<file path="src/rtl/inst_loader_pkg.sv">
// Purpose: shared types and constants for the boot-time instruction loader.
//   state_t         : loader FSM states (IDLE doubles as the first header byte)
//   HDR_BYTES       : length of the word-count header
//   BYTES_PER_WORD  : bytes packed into one instruction word
package inst_loader_pkg;

  typedef enum logic [2:0] {
    IDLE,
    HDR1,
    PAYLOAD,
    CSUM,
    DONE,
    ERROR
  } state_t;

  localparam int unsigned HDR_BYTES      = 2;
  localparam int unsigned BYTES_PER_WORD = 4;
  localparam int unsigned BYTE_W         = 8;
  localparam int unsigned WORD_W         = BYTES_PER_WORD * BYTE_W;
  localparam int unsigned CNT_W          = $clog2(BYTES_PER_WORD);
  localparam int unsigned SHREG_W        = (BYTES_PER_WORD - 1) * BYTE_W;
  localparam int unsigned HDR_W          = HDR_BYTES * BYTE_W;

endpackage

</file>
<file path="src/rtl/inst_loader_word_packer.sv">
// Purpose: packs a byte stream little-endian into 32-bit words.
// Ports:
//   i_clk, i_rst      clock, async active-high reset
//   i_clr             synchronous clear of partial word and byte counter
//   i_valid, i_byte   one byte accepted per high cycle
//   o_word_valid_c    combinational: high in the cycle the 4th byte is presented
//   o_word_c          combinational: completed word (byte0 in [7:0])
module inst_loader_word_packer
  import inst_loader_pkg::*;
(
  input  logic              i_clk,
  input  logic              i_rst,
  input  logic              i_clr,
  input  logic              i_valid,
  input  logic [BYTE_W-1:0] i_byte,
  output logic              o_word_valid_c,
  output logic [WORD_W-1:0] o_word_c
);

  logic [CNT_W-1:0]   r_cnt;
  logic [SHREG_W-1:0] r_shreg;

  // Shift right so the first byte ends up in the least significant lane.
  always_ff @(posedge i_clk or posedge i_rst) begin
    if (i_rst) begin
      r_cnt   <= '0;
      r_shreg <= '0;
    end else if (i_clr) begin
      r_cnt   <= '0;
      r_shreg <= '0;
    end else if (i_valid) begin
      r_cnt   <= r_cnt + CNT_W'(1);
      r_shreg <= {i_byte, r_shreg[SHREG_W-1:BYTE_W]};
    end
  end

  // Word completes with the incoming byte so the caller can register it in one edge.
  assign o_word_valid_c = i_valid && (r_cnt == CNT_W'(BYTES_PER_WORD - 1));
  assign o_word_c       = {i_byte, r_shreg};

endmodule

</file>
<file path="src/rtl/inst_loader.sv">
// Purpose: boot-time instruction loader. Receives a byte stream
//   (N_lo, N_hi, 4*N payload bytes), writes little-endian words to
//   instruction-memory byte addresses 0,4,8,... and holds the CPU in
//   reset until the load completes.
// Optional feature: define INST_LOADER_CHECKSUM_EN to require a trailing
//   XOR checksum byte over the payload before DONE.
// Ports:
//   clk, rst                 clock, async active-high reset
//   load_req                 restart pulse, has priority over rx_valid
//   rx_data, rx_valid        incoming byte stream
//   imem_we/addr/wdata       instruction-memory write port (registered)
//   cpu_rst                  processor reset, released only in DONE
//   busy, done, err          status
//   word_cnt                 words written so far
module inst_loader
  import inst_loader_pkg::*;
#(
  parameter int unsigned ADDR_WIDTH = 16,
  parameter int unsigned DATA_WIDTH = 32,
  parameter int unsigned MAX_WORDS  = 1024
) (
  input  logic                  clk,
  input  logic                  rst,
  input  logic                  load_req,
  input  logic [7:0]            rx_data,
  input  logic                  rx_valid,
  output logic                  imem_we,
  output logic [ADDR_WIDTH-1:0] imem_addr,
  output logic [DATA_WIDTH-1:0] imem_wdata,
  output logic                  cpu_rst,
  output logic                  busy,
  output logic                  done,
  output logic                  err,
  output logic [ADDR_WIDTH-3:0] word_cnt
);

  localparam int unsigned WC_W = ADDR_WIDTH - 2;

  state_t            r_state;
  logic [BYTE_W-1:0] r_n_lo;
  logic [HDR_W-1:0]  r_n;
`ifdef INST_LOADER_CHECKSUM_EN
  logic [BYTE_W-1:0] r_csum;
`endif

  logic              w_pack_valid;
  logic              w_word_valid;
  logic [WORD_W-1:0] w_word;
  logic [HDR_W-1:0]  w_n;
  logic              w_last_word;

  // Only payload bytes reach the packer; a load_req byte is dropped.
  assign w_pack_valid = rx_valid && !load_req && (r_state == PAYLOAD);
  assign w_n          = {rx_data, r_n_lo};
  assign w_last_word  = (32'(word_cnt) + 32'd1) == 32'(r_n);

  inst_loader_word_packer u_packer (
    .i_clk          (clk),
    .i_rst          (rst),
    .i_clr          (load_req),
    .i_valid        (w_pack_valid),
    .i_byte         (rx_data),
    .o_word_valid_c (w_word_valid),
    .o_word_c       (w_word)
  );

  // Loader FSM with registered outputs.
  always_ff @(posedge clk or posedge rst) begin
    if (rst) begin
      r_state    <= IDLE;
      r_n_lo     <= '0;
      r_n        <= '0;
      imem_we    <= 1'b0;
      imem_addr  <= '0;
      imem_wdata <= '0;
      cpu_rst    <= 1'b1;
      busy       <= 1'b0;
      done       <= 1'b0;
      err        <= 1'b0;
      word_cnt   <= '0;
`ifdef INST_LOADER_CHECKSUM_EN
      r_csum     <= '0;
`endif
    end else if (load_req) begin
      r_state  <= IDLE;
      imem_we  <= 1'b0;
      cpu_rst  <= 1'b1;
      busy     <= 1'b0;
      done     <= 1'b0;
      err      <= 1'b0;
      word_cnt <= '0;
`ifdef INST_LOADER_CHECKSUM_EN
      r_csum   <= '0;
`endif
    end else begin
      imem_we <= 1'b0;
      case (r_state)
        IDLE: begin
          if (rx_valid) begin
            r_n_lo  <= rx_data;
            busy    <= 1'b1;
            r_state <= HDR1;
          end
        end

        HDR1: begin
          if (rx_valid) begin
            r_n <= w_n;
            if (w_n == '0) begin
`ifdef INST_LOADER_CHECKSUM_EN
              r_state <= CSUM;
`else
              r_state <= DONE;
              busy    <= 1'b0;
              done    <= 1'b1;
`endif
            end else if (32'(w_n) > 32'(MAX_WORDS)) begin
              r_state <= ERROR;
              busy    <= 1'b0;
              err     <= 1'b1;
            end else begin
              r_state <= PAYLOAD;
            end
          end
        end

        PAYLOAD: begin
`ifdef INST_LOADER_CHECKSUM_EN
          if (rx_valid) r_csum <= r_csum ^ rx_data;
`endif
          if (w_word_valid) begin
            imem_we    <= 1'b1;
            imem_addr  <= {word_cnt, 2'b00};
            imem_wdata <= DATA_WIDTH'(w_word);
            word_cnt   <= word_cnt + WC_W'(1);
            if (w_last_word) begin
`ifdef INST_LOADER_CHECKSUM_EN
              r_state <= CSUM;
`else
              r_state <= DONE;
              busy    <= 1'b0;
              done    <= 1'b1;
`endif
            end
          end
        end

`ifdef INST_LOADER_CHECKSUM_EN
        CSUM: begin
          if (rx_valid) begin
            busy <= 1'b0;
            if (rx_data == r_csum) begin
              r_state <= DONE;
              done    <= 1'b1;
            end else begin
              r_state <= ERROR;
              err     <= 1'b1;
            end
          end
        end
`endif

        // Release the CPU one cycle after entry so the final write has landed.
        DONE: cpu_rst <= 1'b0;

        ERROR: cpu_rst <= 1'b1;

        default: r_state <= IDLE;
      endcase
    end
  end

endmodule

</file>
<file path="config.mk">
export PLATFORM = sky130hd
export DESIGN_NAME = inst_loader
export DESIGN_NICKNAME = d
export VERILOG_FILES = /design/src/rtl/inst_loader_pkg.sv /design/src/rtl/inst_loader_word_packer.sv /design/src/rtl/inst_loader.sv
export SDC_FILE = /design/constraint.sdc
export NUM_CORES = 1
export LEC_CHECK = 0
export CORE_ASPECT_RATIO = 0.9
export CORE_MARGIN = 3
export CORE_UTILIZATION = 51
export CTS_BUF_LIST = sky130_fd_sc_hd__clkbuf_8
export DETAILED_ROUTE_END_ITERATION = 7
export GPL_TIMING_DRIVEN = 1
export HOLD_SLACK_MARGIN = 0.15
export PLACE_DENSITY = 0.79
export SKIP_CTS_REPAIR_TIMING = 1
export SYNTH_ARGS = -nofsm -noshare
export SYNTH_HDL_FRONTEND = slang
export SYNTH_SLANG_ARGS = --single-unit
</file>
<file path="constraint.sdc">
create_clock -name clk -period 3.5 [get_ports clk]
set_input_delay 0.35 -clock clk [delete_from_list [all_inputs] [get_ports clk]]
set_output_delay 0.35 -clock clk [all_outputs]
set_load 0.005 [all_outputs]
</file>
==> results_tabular.tex, run 1 <==
\begin{tabular}{lr}
\hline
Metric & Value \\
\hline
\multicolumn{2}{l}{\textbf{Status}} \\
\quad Status & complete, no violations \\
\multicolumn{2}{l}{\textbf{Layout}} \\
\quad Diodes inserted & 0 \\
\quad Area added between synthesis and finish & 23.7\% \\
\quad Final core utilization & 0.663 \\
\quad Layout cell share with drive strength beyond 1 & 0.235 \\
\quad Number of standard cells in the final layout excluding fillers & $\sim$670 \\
\quad Number of nets in the layout & roughly 550 \\
\multicolumn{2}{l}{\textbf{Place}} \\
\quad Number of input and output port buffers inserted & 76 \\
\quad Final Wtd Congestion & approximately 0.87 \\
\quad Sum of net half-perimeters after detailed placement & between 7000 and 8000 um \\
\quad Inst Count DP & $\sim$640 \\
\quad Placement-stage worst setup slack & between 0.8 and 0.9 ns \\
\multicolumn{2}{l}{\textbf{GRT}} \\
\quad Total GRT Usage & 0.217 \\
\quad Total grt overflow & 0 \\
\quad Pin count of the biggest net entering global routing & a little under 60 \\
\quad Number of antenna violations at the first check in global routing & 0 \\
\quad Number of global-route vias before repair & between 3000 and 4000 \\
\quad Wire length of the first global-routing pass & between 15000 and 20000 um \\
\multicolumn{2}{l}{\textbf{Timing}} \\
\quad Worst Max-Slew Pin Slew & 0.730 ns \\
\quad Worst setup slack after layout & around 0.75 ns \\
\quad Max transition margin & 0.513 \\
\quad Minimum clock period & 2.75 ns \\
\quad Setup Total Neg Slack & 0 ns \\
\quad Number of endpoints failing setup at the final stage & 0 \\
\quad Final number of max-transition violations & 0 \\
\quad Ratio of final minimum period to clock period & 0.785 \\
\quad Timing-limited maximum frequency & about 0.36 GHz \\
\quad Final-report hold violation count & 0 \\
\quad Worst clock skew on the final layout & between 0.01 and 0.015 ns \\
\quad Setup repair after global routing missed its margin & no \\
\multicolumn{2}{l}{\textbf{Floorplanning}} \\
\quad I/O pins & between 70 and 80 \\
\quad Total Die Area & $\sim$12000 um\^{}2 \\
\quad Effective utilization at floorplan & 0.536 \\
\quad Die X & roughly 110 um \\
\quad Height of the chip & 103 um \\
\quad Std-Cell Core Area & between 9000 and 10000 um\^{}2 \\
\quad Cell Rows & 34 \\
\multicolumn{2}{l}{\textbf{Worst setup path}} \\
\quad CP required & about 3.8 ns \\
\quad Crit path buffers/inverters & 0 \\
\quad Ordered cell list for the critical path & ha\_1 -> nand3\_4 -> or3\_4 -> a221oi\_2 -> o2111ai\_1 -> or4\_4 -> a21o\_1 \\
\quad Type of the worst setup path & reg2reg \\
\quad Largest delay share family, worst path & simple AND/OR/NAND/NOR gates \\
\quad WP data arrival & approximately 3.1 ns \\
\quad Critical path peak fanout & 9 \\
\quad Endpoint kind of the worst setup timing path & register \\
\quad Startpoint kind of the worst setup timing path & register \\
\quad Crit path largest cell delay & 0.57 ns \\
\quad Critical-path top delay cell & sky130\_fd\_sc\_hd\_\_or4\_4 \\
\multicolumn{2}{l}{\textbf{Clocking}} \\
\quad Clock-pin slew on the worst setup and hold paths & approximately 0.080 ns \\
\quad Root Driver & sky130\_fd\_sc\_hd\_\_clkbuf\_8 \\
\quad Number of clock sinks seen by CTS & about 120 \\
\quad TritonCTS clock tree & yes \\
\quad H-tree levels & 4 \\
\quad Clock latency on the worst-skew pair & around 0.43 ns \\
\quad Maximum count of clock buffers along a single path & 2 \\
\quad Number of CTS-inserted buffers & 17 \\
\multicolumn{2}{l}{\textbf{Routing}} \\
\quad DRC violation total after the first TritonRoute iteration & around 180 \\
\quad DR vias/cell & 5.65 \\
\quad Wire length after detailed routing & between 10000 and 15000 um \\
\quad Post-route DRC violation count & 0 \\
\quad Detail Route Antenna Nets & 0 \\
\quad First-pass iteration count of the detailed router & 4 \\
\quad Vias & around 3800 \\
\quad Routed wire length per instance & around 17 um \\
\multicolumn{2}{l}{\textbf{Yosys}} \\
\quad Mean cell area of the mapped netlist & between 10 and 15 um\^{}2 \\
\quad Share of the synthesized area in the top cell type & 0.551 \\
\quad Count of mapped cells out of synthesis & about 460 \\
\quad Most common flop cell mapped by yosys & sky130\_fd\_sc\_hd\_\_dfrtp\_1 \\
\quad Number of flops mapped to enable cells by yosys & 0 \\
\quad Count of warnings emitted by yosys & 0 \\
\quad Register bit count reported by yosys & between 100 and 150 \\
\quad Post-synthesis cell type count & between 50 and 60 \\
\quad Leading cell types by total area after synthesis & sky130\_fd\_sc\_hd\_\_dfrtp\_1 55\%, sky130\_fd\_sc\_hd\_\_mux2\_2 15\%, sky130\_fd\_sc\_hd\_\_nand2\_1 4.3\%, sky130\_fd\_sc\_hd\_\_xnor2\_1 3.0\%, sky130\_fd\_sc\_hd\_\_a21oi\_1 2.7\% \\
\quad Sequential share of the synthesized area & 0.556 \\
\quad Most instantiated cells after synthesis & 117 x sky130\_fd\_sc\_hd\_\_dfrtp\_1, 70 x sky130\_fd\_sc\_hd\_\_mux2\_2, 61 x sky130\_fd\_sc\_hd\_\_nand2\_1 \\
\quad Most numerous cell in the Yosys netlist & sky130\_fd\_sc\_hd\_\_dfrtp\_1 \\
\quad Synth area leader & sky130\_fd\_sc\_hd\_\_dfrtp\_1 \\
\quad Async S/R FF share, synth & 1.00 \\
\quad Total standard cell area after synthesis & roughly 5300 um\^{}2 \\
\multicolumn{2}{l}{\textbf{Worst hold path}} \\
\quad Min-delay worst type & in2async \\
\multicolumn{2}{l}{\textbf{Power and ir drop}} \\
\quad Cell Pwr Density & just under 500 nW/um\^{}2 \\
\quad Maximum resistive drop on vdd & around 0.28 mV \\
\quad Leakage power total & 2.82 nW \\
\multicolumn{2}{l}{\textbf{Flow run}} \\
\quad Number of max-capacitance violations reported & 0 \\
\hline
\end{tabular}
kinds of logic (layout without fill, tap and decap cells):
logic type / Yosys count / in the layout / share of synthesized area
flip-flops: 118 / 118 / 0.556
AO/OA/AOI/OAI: 57 / 57 / 0.0678
other: 1 / 2 / 0.000705
multiplexers: 70 / 70 / 0.148
AND/OR/NAND/NOR: 144 / 144 / 0.134
XOR/XNOR: 32 / 32 / 0.0527
buffers and inverters: 35 / 123 / 0.0365
adder cells (fa/ha/maj): 2 / 2 / 0.00471
path summary, 6_finish.rpt:
check,start,endpoint,slack (ns),cells past startpoint
max in group asynchronous,rst,cpu_rst$_DFFE_PP1P_,2.26,3
worst max register to register,word_cnt[0]$_DFFE_PP0P_,r_state[1]$_DFFE_PP0P_,0.75,7
worst max-delay path,word_cnt[0]$_DFFE_PP0P_,r_state[1]$_DFFE_PP0P_,0.75,7
min in group clk,err$_DFFE_PP0P_,err$_DFFE_PP0P_,0.50,1
worst min register to register,err$_DFFE_PP0P_,err$_DFFE_PP0P_,0.50,1
worst min-delay path,rst,u_packer.r_shreg[12]$_DFFE_PP0P_,0.41,2
per-layer routing:
metal,global-route usage,routed length (um)
met1,0.283,5230
met2,0.348,5560
met3,0.0663,638
met4,0.0786,281
met5,0,0
report_power, final:
group	internal, W	switching [W]	leakage, nW
Clock	0.000721	0.000603	0.202
Combinational	0.000167	0.000150	1.03
Sequential	0.00146	0.0000906	1.59
sequential cells by signal, indices dropped and copies added (netlist names):
register,count
busy,1
cpu_rst,1
done,1
err,1
imem_addr,14
imem_wdata,32
imem_we,1
r_n,16
r_n_lo,8
r_state,3
u_packer.r_cnt,2
u_packer.r_shreg,24
word_cnt,14
layout make-up:
class | instances | area [um^2]
fillers | 783 | 3340
flip-flops and latches | 118 | 2950
multi-input cells | 307 | 2190
repair buffers | 84 | 821
inverters | 7 | 28.8
clock buffers | 17 | 234
clock inverters | 15 | 193
well taps | 126 | 158
cells in the final DEF, fill, tap and decap left out, drive strengths merged, types with 2 or more instances in the layout:
cell type      instances
conb                   2
ha                     2
nor3                   6
nor2                  28
clkinvlp               4
o211ai                 4
inv                   13
nand3                 15
a211o                  2
bufinv                 3
or3                    2
a211oi                 2
or4                    4
clkdlybuf4s50         76
o32ai                  2
a21o                   2
nor4                   8
buf                    8
nand2                 61
clkbuf                17
a31oi                  2
mux2                  70
a21oi                 29
clkinv                 2
nor2b                  4
and4                   2
dfrtp                117
xor2                  14
nand4                  4
xnor2                 18
o21ai                  6
and3                   5
through the flow:
step	area [um^2]	total power, W	hold WS (ns)
final	6580	0.00319	0.412
after floorplan	5320	0.00179	0.479
after CTS	6580	0.00322	0.428
after detailed placement	6150	0.00189	0.479
after global routing	6580	0.00333	0.464
after global placement	6150	0.00188	0.488
Power figures use the tool's default switching activity.
==> run 2, diff against run 1 <==
CORE_UTILIZATION = 56   (was 51)
PLACE_DENSITY = 0.82   (was 0.79)
clock period = 2.7 ns   (was 3.5 ns; I/O delays follow)
==> results_tabular.tex, run 2 (synthesized netlist as in run 1, its figures left out) <==
\begin{tabular}{lr}
\hline
Metric & Value \\
\hline
\multicolumn{2}{l}{\textbf{Status}} \\
\quad Status & complete, no violations \\
\multicolumn{2}{l}{\textbf{Worst setup path}} \\
\quad CP required & 3.01 ns \\
\quad Startpoint kind of the worst setup timing path & register \\
\quad Type of the worst setup path & reg2reg \\
\quad CP startpoint & word\_cnt[1]\$\_DFFE\_PP0P\_ \\
\quad Ordered cell list for the critical path & ha\_1 -> nand3\_4 -> or3\_4 -> a221oi\_2 -> o2111ai\_1 -> or4\_4 -> a21o\_1 \\
\quad Number of cells on the worst reg-to-reg path & 7 \\
\quad WP data arrival & 2.82 ns \\
\quad Endpoint kind of the worst setup timing path & register \\
\quad Count of cell instances traversed by the critical path & 7 \\
\quad Slack of the worst reg-to-reg path & between 0.15 and 0.2 ns \\
\quad Largest delay share family, worst path & simple AND/OR/NAND/NOR gates \\
\quad Crit path largest cell delay & between 0.5 and 0.6 ns \\
\quad Critical path peak fanout & 9 \\
\quad Crit Reg-Reg Endpoint & r\_state[1]\$\_DFFE\_PP0P\_ \\
\quad Crit path buffers/inverters & 0 \\
\quad Worst r2r src & word\_cnt[1]\$\_DFFE\_PP0P\_ \\
\quad Critical-path top delay cell & sky130\_fd\_sc\_hd\_\_or4\_4 \\
\quad Critical Path End & r\_state[1]\$\_DFFE\_PP0P\_ \\
\multicolumn{2}{l}{\textbf{Floorplanning}} \\
\quad Std-Cell Core Area & 9170 um\^{}2 \\
\quad Die X & between 100 and 150 um \\
\quad Height of the chip & approximately 98 um \\
\quad Effective utilization at floorplan & 0.580 \\
\quad I/O pins & roughly 80 \\
\quad Total Die Area & roughly 11000 um\^{}2 \\
\quad Cell Rows & 33 \\
\multicolumn{2}{l}{\textbf{Timing}} \\
\quad Final-report hold violation count & 0 \\
\quad Minimum clock period & approximately 2.5 ns \\
\quad Worst clock skew on the final layout & 0.00944 ns \\
\quad Worst setup slack after layout & approximately 0.19 ns \\
\quad Worst hold slack & approximately 0.22 ns \\
\quad Ratio of final minimum period to clock period & 0.929 \\
\quad Number of endpoints failing setup at the final stage & 0 \\
\quad Setup Total Neg Slack & 0 ns \\
\quad Setup repair after global routing missed its margin & no \\
\quad Timing-limited maximum frequency & $\sim$0.4 GHz \\
\quad Max transition margin & 0.568 \\
\quad Worst Max-Slew Pin Slew & roughly 0.65 ns \\
\quad Final number of max-transition violations & 0 \\
\multicolumn{2}{l}{\textbf{Place}} \\
\quad Placement-stage worst setup slack & 0.176 ns \\
\quad Final Wtd Congestion & 0.859 \\
\quad Number of input and output port buffers inserted & 76 \\
\quad Sum of net half-perimeters after detailed placement & just under 8000 um \\
\multicolumn{2}{l}{\textbf{Clocking}} \\
\quad TritonCTS clock tree & yes \\
\quad Root Driver & sky130\_fd\_sc\_hd\_\_clkbuf\_8 \\
\quad Clock-pin slew on the worst setup and hold paths & $\sim$0.080 ns \\
\quad Clock latency on the worst-skew pair & about 0.42 ns \\
\quad Number of clock sinks seen by CTS & 118 \\
\quad H-tree levels & 4 \\
\quad Maximum count of clock buffers along a single path & 2 \\
\quad Number of CTS-inserted buffers & 17 \\
\multicolumn{2}{l}{\textbf{GRT}} \\
\quad Wire length of the first global-routing pass & a little under 20000 um \\
\quad Pin count of the biggest net entering global routing & 75 \\
\quad Number of antenna violations at the first check in global routing & 0 \\
\quad Total grt overflow & 0 \\
\quad Number of global-route vias before repair & 3838 \\
\quad Total GRT Usage & 0.237 \\
\multicolumn{2}{l}{\textbf{Power and ir drop}} \\
\quad Cell Pwr Density & around 630 nW/um\^{}2 \\
\quad Maximum resistive drop on vdd & 0.439 mV \\
\quad Leakage power total & 2.87 nW \\
\quad Total power of the final layout & $\sim$0.0042 W \\
\multicolumn{2}{l}{\textbf{Routing}} \\
\quad Wire length after detailed routing & roughly 12000 um \\
\quad DRC violation total after the first TritonRoute iteration & $\sim$270 \\
\quad Detail Route Antenna Nets & 0 \\
\quad Vias & just under 4000 \\
\quad DR vias/cell & around 5.7 \\
\quad Routed wire length per instance & about 18 um \\
\quad Post-route DRC violation count & 0 \\
\quad First-pass iteration count of the detailed router & 5 \\
\multicolumn{2}{l}{\textbf{Layout}} \\
\quad Max reg flops & 32 \\
\quad Top flop regs & imem\_wdata x32, u\_packer.r\_shreg x24, r\_n x16 \\
\quad Number of fillers in the final layout & 652 \\
\quad Diodes inserted & 0 \\
\quad Largest register by flop count & imem\_wdata \\
\quad Area added between synthesis and finish & 24.7\% \\
\quad Most frequent cells in the layout & 117 x sky130\_fd\_sc\_hd\_\_dfrtp\_1, 76 x sky130\_fd\_sc\_hd\_\_clkdlybuf4s50\_1, 70 x sky130\_fd\_sc\_hd\_\_mux2\_2 \\
\quad Layout cell share with drive strength beyond 1 & 0.242 \\
\quad Number of nets in the layout & 555 \\
\quad Most common cell after layout, fill and taps aside & sky130\_fd\_sc\_hd\_\_dfrtp\_1 \\
\multicolumn{2}{l}{\textbf{Flow run}} \\
\quad Number of max-capacitance violations reported & 0 \\
\multicolumn{2}{l}{\textbf{Worst hold path}} \\
\quad Min-delay worst type & in2async \\
\hline
\end{tabular}
run 2: cell types whose count changed in the layout (fill, tap and decap cells not counted), sizes merged:
cell      change
buf           +6
inv           +1
clkinvlp      -2
clkinv        +1
run 2: how the worst min path moves through the flow:
| stage | from | cells after the start | to | slack (ns) |
|---|---|---|---|---|
| after global placement | err$_DFFE_PP0P_ | 1 | err$_DFFE_PP0P_ | 0.48 |
| final | rst | 2 | imem_wdata[4]$_DFFE_PP0P_ | 0.22 |
| after detailed placement | err$_DFFE_PP0P_ | 1 | err$_DFFE_PP0P_ | 0.48 |
| after global routing | rst | 2 | imem_wdata[4]$_DFFE_PP0P_ | 0.24 |
| after floorplan | rx_data[0] | 2 | u_packer.r_shreg[16]$_DFFE_PP0P_ | 0.40 |
| after CTS | rst | 2 | imem_wdata[4]$_DFFE_PP0P_ | 0.22 |
run 2: worst register-to-register path, cell delays in order, from the launching register on:
cell and delay [ns]:
sky130_fd_sc_hd__dfrtp_1 0.45, sky130_fd_sc_hd__ha_1 0.25, sky130_fd_sc_hd__nand3_4 0.13, sky130_fd_sc_hd__or3_4 0.36, sky130_fd_sc_hd__a221oi_2 0.25, sky130_fd_sc_hd__o2111ai_1 0.19, sky130_fd_sc_hd__or4_4 0.57, sky130_fd_sc_hd__a21o_1 0.19
run 2: per-layer routing:
layer	track usage	wire length, um	up-vias
met2	0.370	5890	137
met4	0.0874	199	0
met3	0.0550	602	22
li1	-	-	1774
met1	0.326	5210	1935
met5	0	0	-
run 2: layout make-up:
class | count | area [um^2] | share of cell area
flip-flops and latches | 118 | 2950 | 0.446
multi-input cells | 307 | 2190 | 0.330
repair buffers | 90 | 878 | 0.133
clock buffers | 17 | 234 | 0.0353
clock inverters | 15 | 191 | 0.0289
well taps | 122 | 153 | 0.0230
inverters | 7 | 30.0 | 0.00453
run 2: per-stage QoR:
stage | utilization | std cells | cell area, um^2
after detailed placement | 0.677 | 644 | 6200
after floorplan | - | 460 | 5330
after global placement | 0.677 | 644 | 6200
after CTS | 0.723 | 676 | 6630
final | 0.723 | 676 | 6630
after global routing | 0.723 | 676 | 6630
run 2: power by group:
group          internal [W]  total (W)  leakage (nW)  switching [W]
clock network      0.000938    0.00171         0.216       0.000768
registers           0.00189    0.00202          1.59       0.000123
logic              0.000220   0.000434          1.06       0.000215
